[config.mk]
export PLATFORM = sky130hd
export DESIGN_NAME = syn_gpu_div_arb_flat
export DESIGN_NICKNAME = d
export VERILOG_FILES = /design/src/rtl/syn_gpu_div_arb_if.sv /design/src/rtl/syn_gpu_div_arb.sv /design/src/flat_wrapper.sv
export SDC_FILE = /design/constraint.sdc
export NUM_CORES = 1
export LEC_CHECK = 0
export CORE_UTILIZATION = 49
export DETAILED_ROUTE_END_ITERATION = 7
export HOLD_SLACK_MARGIN = 0.06
export MAX_ROUTING_LAYER = met4
export PLACE_DENSITY = 0.88
export SYNTH_ARGS = -nofsm -noshare
export SYNTH_HDL_FRONTEND = slang
export SYNTH_SLANG_ARGS = --single-unit
[constraint.sdc]
create_clock -name clk_ir -period 4.3 [get_ports clk_ir]
set_input_delay 0.86 -clock clk_ir [delete_from_list [all_inputs] [get_ports clk_ir]]
set_output_delay 0.86 -clock clk_ir [all_outputs]
set_load 0.1 [all_outputs]
[src/rtl/syn_gpu_div_arb_if.sv]
// Mulberry divider arbiter bus: client request/response side plus divider request/response side.
// The arbiter takes the master view; the environment (clients and divider) takes the slave view.
interface syn_gpu_div_arb_if #(
  parameter int NUM_CLIENTS = 4,
  parameter int DATA_W      = 16,
  parameter int MID_W       = 4
);
  logic [NUM_CLIENTS-1:0]        cl_req_valid;
  logic [NUM_CLIENTS-1:0]        cl_req_rdy;
  logic [NUM_CLIENTS*DATA_W-1:0] cl_dividend;
  logic [NUM_CLIENTS*DATA_W-1:0] cl_divisor;
  logic [NUM_CLIENTS-1:0]        cl_rsp_valid;
  logic [DATA_W-1:0]             cl_rsp_quot;
  logic [DATA_W-1:0]             cl_rsp_rem;
  logic                          cl_rsp_err;
  logic [MID_W-1:0]              div_req_mid;
  logic [2*DATA_W-1:0]           div_req_data;
  logic                          div_busy;
  logic [MID_W-1:0]              div_rsp_mid;
  logic [2*DATA_W-1:0]           div_rsp_data;
  logic                          err_mid_mismatch;
  logic                          err_timeout;

  modport master (
    input  cl_req_valid, cl_dividend, cl_divisor, div_busy, div_rsp_mid, div_rsp_data,
    output cl_req_rdy, cl_rsp_valid, cl_rsp_quot, cl_rsp_rem, cl_rsp_err,
           div_req_mid, div_req_data, err_mid_mismatch, err_timeout
  );

  modport slave (
    output cl_req_valid, cl_dividend, cl_divisor, div_busy, div_rsp_mid, div_rsp_data,
    input  cl_req_rdy, cl_rsp_valid, cl_rsp_quot, cl_rsp_rem, cl_rsp_err,
           div_req_mid, div_req_data, err_mid_mismatch, err_timeout
  );
endinterface

[src/rtl/syn_gpu_div_arb.sv]
// Round-robin sequencer sharing one mulberry divider among GPU agents, one division in flight,
// with divide-by-zero short-circuit and response timeout recovery.
module syn_gpu_div_arb #(
  parameter int NUM_CLIENTS = 4,
  parameter int DATA_W      = 16,
  parameter int MID_W       = 4,
  parameter int TIMEOUT_CYC = 63
) (
  input  logic              clk_ir,
  input  logic              rst_sync_l,
  syn_gpu_div_arb_if.master bus
);
  localparam int GW = $clog2(NUM_CLIENTS);
  localparam int CW = $clog2(TIMEOUT_CYC + 1);
  localparam logic [MID_W-1:0] MID_IDLE = '0;

  typedef enum logic [1:0] {S_IDLE, S_ISSUE, S_WAIT, S_RSP} state_t;

  state_t            state, state_nx;
  logic [GW-1:0]     ptr, ptr_nx, grant, grant_nx;
  logic [DATA_W-1:0] dvd, dvd_nx, dvs, dvs_nx;
  logic [DATA_W-1:0] quot, quot_nx, rem, rem_nx;
  logic              err, err_nx;
  logic [CW-1:0]     cnt, cnt_nx;
  logic              mm, mm_nx, to, to_nx;

  logic [NUM_CLIENTS-1:0] rdy;
  logic [GW-1:0]          win;
  logic                   win_ok;
  int unsigned            idx;
  logic [DATA_W-1:0]      dvd_sel, dvs_sel;
  logic [MID_W-1:0]       mid;
  logic                   rsp_seen;

  // Search starts just after the last winner and wraps, so the last winner has lowest priority.
  always_comb begin
    win    = '0;
    win_ok = 1'b0;
    idx    = '0;
    for (int unsigned k = 1; k <= NUM_CLIENTS; k++) begin
      idx = 32'(ptr) + k;
      if (idx >= NUM_CLIENTS) idx = idx - NUM_CLIENTS;
      if (!win_ok && bus.cl_req_valid[GW'(idx)]) begin
        win    = GW'(idx);
        win_ok = 1'b1;
      end
    end
  end

  always_comb begin
    rdy = '0;
    if (rst_sync_l && state == S_IDLE && !bus.div_busy && win_ok) rdy[win] = 1'b1;
  end

  assign dvd_sel  = DATA_W'(bus.cl_dividend >> (32'(win) * DATA_W));
  assign dvs_sel  = DATA_W'(bus.cl_divisor >> (32'(win) * DATA_W));
  assign mid      = MID_W'(grant) + MID_W'(1);
  assign rsp_seen = bus.div_rsp_mid != MID_IDLE;

  always_comb begin
    state_nx = state;
    ptr_nx   = ptr;
    grant_nx = grant;
    dvd_nx   = dvd;
    dvs_nx   = dvs;
    quot_nx  = quot;
    rem_nx   = rem;
    err_nx   = err;
    cnt_nx   = cnt;
    mm_nx    = mm;
    to_nx    = to;
    case (state)
      S_IDLE: begin
        if (rsp_seen) mm_nx = 1'b1;
        if (|rdy) begin
          grant_nx = win;
          ptr_nx   = win;
          dvd_nx   = dvd_sel;
          dvs_nx   = dvs_sel;
          if (dvs_sel == '0) begin
            quot_nx  = '1;
            rem_nx   = dvd_sel;
            err_nx   = 1'b1;
            state_nx = S_RSP;
          end else begin
            state_nx = S_ISSUE;
          end
        end
      end
      S_ISSUE: begin
        if (rsp_seen) mm_nx = 1'b1;
        cnt_nx   = '0;
        state_nx = S_WAIT;
      end
      S_WAIT: begin
        if (rsp_seen) begin
          {quot_nx, rem_nx} = bus.div_rsp_data;
          err_nx   = 1'b0;
          if (bus.div_rsp_mid != mid) mm_nx = 1'b1;
          state_nx = S_RSP;
        end else if (cnt == CW'(TIMEOUT_CYC - 1)) begin
          quot_nx  = '0;
          rem_nx   = '0;
          err_nx   = 1'b1;
          to_nx    = 1'b1;
          state_nx = S_RSP;
        end else begin
          cnt_nx = cnt + CW'(1);
        end
      end
      S_RSP: begin
        if (rsp_seen) mm_nx = 1'b1;
        state_nx = S_IDLE;
      end
      default: state_nx = S_IDLE;
    endcase
  end

  always_ff @(posedge clk_ir or negedge rst_sync_l) begin
    if (!rst_sync_l) begin
      state <= S_IDLE;
      ptr   <= GW'(NUM_CLIENTS - 1);
      grant <= '0;
      dvd   <= '0;
      dvs   <= '0;
      quot  <= '0;
      rem   <= '0;
      err   <= 1'b0;
      cnt   <= '0;
      mm    <= 1'b0;
      to    <= 1'b0;
    end else begin
      state <= state_nx;
      ptr   <= ptr_nx;
      grant <= grant_nx;
      dvd   <= dvd_nx;
      dvs   <= dvs_nx;
      quot  <= quot_nx;
      rem   <= rem_nx;
      err   <= err_nx;
      cnt   <= cnt_nx;
      mm    <= mm_nx;
      to    <= to_nx;
    end
  end

  assign bus.cl_req_rdy       = rdy;
  assign bus.cl_rsp_valid     = (state == S_RSP) ? (NUM_CLIENTS'(1) << grant) : '0;
  assign bus.cl_rsp_quot      = (state == S_RSP) ? quot : '0;
  assign bus.cl_rsp_rem       = (state == S_RSP) ? rem : '0;
  assign bus.cl_rsp_err       = (state == S_RSP) ? err : 1'b0;
  assign bus.div_req_mid      = (state == S_ISSUE) ? mid : MID_IDLE;
  assign bus.div_req_data     = (state == S_ISSUE) ? {dvd, dvs} : '0;
  assign bus.err_mid_mismatch = mm;
  assign bus.err_timeout      = to;
endmodule

[src/flat_wrapper.sv]
// flat-port wrapper written by rule: the top's interface ports become plain ports
module syn_gpu_div_arb_flat 
#(
  parameter int NUM_CLIENTS = 4,
  parameter int DATA_W      = 16,
  parameter int MID_W       = 4,
  parameter int TIMEOUT_CYC = 63
)
  (clk_ir, rst_sync_l, bus_cl_req_valid, bus_cl_dividend, bus_cl_divisor, bus_div_busy, bus_div_rsp_mid, bus_div_rsp_data, bus_cl_req_rdy, bus_cl_rsp_valid, bus_cl_rsp_quot, bus_cl_rsp_rem, bus_cl_rsp_err, bus_div_req_mid, bus_div_req_data, bus_err_mid_mismatch, bus_err_timeout);
  syn_gpu_div_arb_if #(.NUM_CLIENTS(NUM_CLIENTS), .DATA_W(DATA_W), .MID_W(MID_W)) bus_i ();
  input  logic clk_ir;
  input  logic rst_sync_l;
  input wire logic [$bits(bus_i.cl_req_valid)-1:0] bus_cl_req_valid;
  input wire logic [$bits(bus_i.cl_dividend)-1:0] bus_cl_dividend;
  input wire logic [$bits(bus_i.cl_divisor)-1:0] bus_cl_divisor;
  input wire logic [$bits(bus_i.div_busy)-1:0] bus_div_busy;
  input wire logic [$bits(bus_i.div_rsp_mid)-1:0] bus_div_rsp_mid;
  input wire logic [$bits(bus_i.div_rsp_data)-1:0] bus_div_rsp_data;
  output wire logic [$bits(bus_i.cl_req_rdy)-1:0] bus_cl_req_rdy;
  output wire logic [$bits(bus_i.cl_rsp_valid)-1:0] bus_cl_rsp_valid;
  output wire logic [$bits(bus_i.cl_rsp_quot)-1:0] bus_cl_rsp_quot;
  output wire logic [$bits(bus_i.cl_rsp_rem)-1:0] bus_cl_rsp_rem;
  output wire logic [$bits(bus_i.cl_rsp_err)-1:0] bus_cl_rsp_err;
  output wire logic [$bits(bus_i.div_req_mid)-1:0] bus_div_req_mid;
  output wire logic [$bits(bus_i.div_req_data)-1:0] bus_div_req_data;
  output wire logic [$bits(bus_i.err_mid_mismatch)-1:0] bus_err_mid_mismatch;
  output wire logic [$bits(bus_i.err_timeout)-1:0] bus_err_timeout;
  assign bus_i.cl_req_valid = bus_cl_req_valid;
  assign bus_i.cl_dividend = bus_cl_dividend;
  assign bus_i.cl_divisor = bus_cl_divisor;
  assign bus_i.div_busy = bus_div_busy;
  assign bus_i.div_rsp_mid = bus_div_rsp_mid;
  assign bus_i.div_rsp_data = bus_div_rsp_data;
  assign bus_cl_req_rdy = bus_i.cl_req_rdy;
  assign bus_cl_rsp_valid = bus_i.cl_rsp_valid;
  assign bus_cl_rsp_quot = bus_i.cl_rsp_quot;
  assign bus_cl_rsp_rem = bus_i.cl_rsp_rem;
  assign bus_cl_rsp_err = bus_i.cl_rsp_err;
  assign bus_div_req_mid = bus_i.div_req_mid;
  assign bus_div_req_data = bus_i.div_req_data;
  assign bus_err_mid_mismatch = bus_i.err_mid_mismatch;
  assign bus_err_timeout = bus_i.err_timeout;
  syn_gpu_div_arb #(.NUM_CLIENTS(NUM_CLIENTS), .DATA_W(DATA_W), .MID_W(MID_W), .TIMEOUT_CYC(TIMEOUT_CYC)) u_core (.clk_ir(clk_ir), .rst_sync_l(rst_sync_l), .bus(bus_i));
endmodule
==> impl_metrics.tcl <==
set metrics [dict create \
    outcome "finished, final reports clean" \
    finalNonFillerCells 1248 \
    ys_ff_latch 79 \
    cts_resized 0 \
    gr-usage-all-layers 0.3283 \
    finalHoldViolCount 0 \
    fin_crit_sh 0.9379 \
    path_cells "clkdlybuf4s50_1 > o21ai_1 > a21boi_4 > or3_2 > buf_12 > a211oi_1 > o22ai_1 > nor4_4 > nand2_1 > a211oi_1" \
    crit_family "simple AND/OR/NAND/NOR gates" \
    place_ws_ns -0.02558 \
    rsz0062_at_grt "no" \
    antenna_found_initial 0 \
    grt_overflow 0 \
    cts_buffer_depth 2 \
    crit_buf_inv 2 \
    viasPerCell 6.089 \
    grt_pass1_vias 6952 \
    criticalPathCategory "in2reg" \
    slew_headroom 0.2925 \
    power_density_nw_per_um2 766.9 \
    synthArstFlopShare 1.000 \
    drt_first_pass_iters 6 \
    wl_um 22590 \
    postCtsSetupBuffers 0 \
    synthCells 873 \
    critPathSlowestCell "clkdlybuf4s50_1" \
    drv_slew 0 \
    yosys_most_used_dff "dfrtp_1" \
    setup_viol 0 \
    setup_ws_ns 0.2671 \
    synth_area_um2 6593 \
    vias 7599 \
    totalPowerFinal_w 0.007203 \
    period_needed_ns 4.033 \
    postSynthAreaPerCell_um2 7.552 \
    start_util 0.4998 \
    fin_skew_ns 0.007996 \
    routabilityCongestion 0.9185 \
    port_buffers 248 \
    power_switching_share 0.5653 \
    cts_root_buf "clkbuf_16" \
    p_sw_w 0.004072 \
    ctsHtreeMaxLevel 3 \
    pwr-share-comb 0.698 \
    drcViolationCount 0 \
    r2r_cells 9 \
    clock_latency_ns 0.34 \
    p_seq_frac 0.191 \
    die_y_um 118.0 \
    critPathCaptureType "register" \
    hpwlAfterDp_um 15930 \
    utilization 0.7121 \
    fillers 1044 \
    cts.hold.buffers_added 0 \
    final_nets 1249 \
    slowest_delay_ns 0.51 \
    core_area_um2 13190 \
    worst_pin_slew_ns 1.060 \
    clock_power_share 0.111 \
    cts_tree "built" \
    antenna_left 0 \
    cts_buffers 9 \
    worstSetupStartpointType "input port" \
    drive_gt1_frac 0.1371 \
    place_inst 1232 \
    crit_cells 10 \
    die_w_um 118.0 \
    grt_max_degree 78 \
    worst-path-max-fanout 41 \
    diodes 0 \
    synth_warnings 0 \
    clk_pin_slew_worst_paths_ns 0.06 \
    min_path_type "in2async" \
    ios 250 \
    cts_sinks 79 \
    intPower_w 0.003131 \
    rows 42 \
    wl_per_cell_um 18.10 \
    grt_pass1_wl_um 35540 \
    ys_types 50 \
    synth-edff-count 0 \
    crit_arrival_ns 4.27 \
    drt_first_iter_violations 873 \
    cp_common_cell "a211oi_1" \
    power_leakage_nw 4.040 \
    area_growth_pct 42.47 \
    die_area_um2 13920 \
    vdd_ir_drop_max_uv 325.7 \
    synth.yosys.seq_area_share 0.3002 \
    syn_nets 1055 \
    maxCapViolCount 0 \
    required_ns 4.53 \
    max_freq_ghz 0.2480 \
]
## placed cells by master (no fill, tap or decap), types with 24 or more instances in the layout
cell and count:
and2_1 72, o22ai_1 24, nor2_1 49, nand3_1 37
clkdlybuf4s50_1 171, inv_1 34, nand2_1 142, a211oi_1 65
a21oi_1 33, buf_4 97, dfrtp_1 77, nor3_1 36
## metal layers
metal | share of wire | track usage | vias up
li1 | - | - | 3588
met1 | 0.41 | 0.4071 | 3547
met2 | 0.49 | 0.5467 | 405
met3 | 0.068 | 0.03101 | 59
met4 | 0.038 | 0.1394 | 0
met5 | 0 | - | -
## stage by stage
stage | setup TNS (ns) | area, um2 | hold WS, ns
final | 0 | 9393 | 0.3086
after global routing | 0 | 9393 | 0.3065
after CTS | 0 | 9393 | 0.3060
after detailed placement | -0.06089 | 9082 | 0.4546
after global placement | 0 | 9082 | 0.4414
after floorplan | -1.654 | 6603 | 0.4409
## worst reg2reg max path, stage by stage, from the launching register on
cell	delay [ns]
dfstp_2	0.62
nand2b_1	0.18
a21oi_4	0.07
or3_2	0.45
buf_12	0.20
a211oi_1	0.36
o22ai_1	0.19
nor4_4	0.51
nand2_1	0.45
a211oi_1	0.35
## layout make-up
cell class / instances / area, um2 / area share
Inverter: 34 / 127.6 / 0.01359
Clock buffer: 13 / 270.3 / 0.02877
Clock inverter: 3 / 40.04 / 0.004263
Multi-Input combinational cell: 668 / 4175 / 0.4445
Tap cell: 176 / 220.2 / 0.02344
Timing Repair Buffer: 275 / 2580 / 0.2747
Sequential cell: 79 / 1979 / 0.2107
## kinds of logic after synthesis
family / Yosys count / synth area share
compound gates: 251 / 0.2887
xor+xnor: 4 / 0.005315
fa+ha+maj: 11 / 0.02088
buf+inv: 126 / 0.07781
flops: 79 / 0.3002
mux: 2 / 0.003226
other cells: 1 / 0.0005688
simple gates: 399 / 0.3033
## registers in the layout, summed over array words and instances, names as in the netlist
| signal | flops |
|---|---|
| u_core.rem | 16 |
| u_core.cnt | 6 |
| u_core.ptr | 2 |
| u_core.bus.err_mid_mismatch | 1 |
| u_core.bus.err_timeout | 1 |
| u_core.dvd | 16 |
| u_core.dvs | 16 |
| u_core.quot | 16 |
| u_core.err | 1 |
| u_core.grant | 2 |
| u_core.state | 2 |
## Yosys cell counts (10+ instances only)
cell        n  share of area
and3_1     12          0.011
and2_1     72          0.068
nor4b_1    16          0.021
inv_1      34          0.019
a211oi_1   65          0.074
ha_1       11          0.021
a21o_1     17          0.019
a311o_1    16          0.024
o31ai_1    18          0.020
o311a_1    16          0.024
a211oi_2   10          0.019
o22ai_1    24          0.023
nor3_1     39          0.030
nor2_1     49          0.028
a21oi_1    34          0.026
clkbuf_1   69          0.039
nand3_1    37          0.028
o211ai_1   16          0.018
nand4_1    15          0.014
a311oi_1   16          0.021
o21ai_0    10         0.0076
dfrtp_1    77           0.29
buf_2      14          0.011
nand2_1   142          0.081
## power groups by stage
stage               clock (W)  sequential, W  combinational (W)
floorplan                   0        0.00127            0.00390
global placement            0        0.00136            0.00491
detailed placement          0        0.00137            0.00498
CTS                  0.000804        0.00136            0.00501
global route         0.000834        0.00141            0.00534
finish               0.000800        0.00138            0.00503
## worst paths after layout
kind	from	to	slack (ns)
max	bus_cl_req_valid[1]	u_core.quot[12]	0.27
min	rst_sync_l	u_core.quot[6]	0.31
max reg2reg	u_core.ptr[0]	u_core.quot[12]	0.82
min reg2reg	u_core.bus.err_mid_mismatch	u_core.bus.err_mid_mismatch	0.46
max in group asynchronous	rst_sync_l	u_core.state[1]	2.81
min in group clk_ir	u_core.bus.err_mid_mismatch	u_core.bus.err_mid_mismatch	0.46
(Power assumes the default switching activity.)
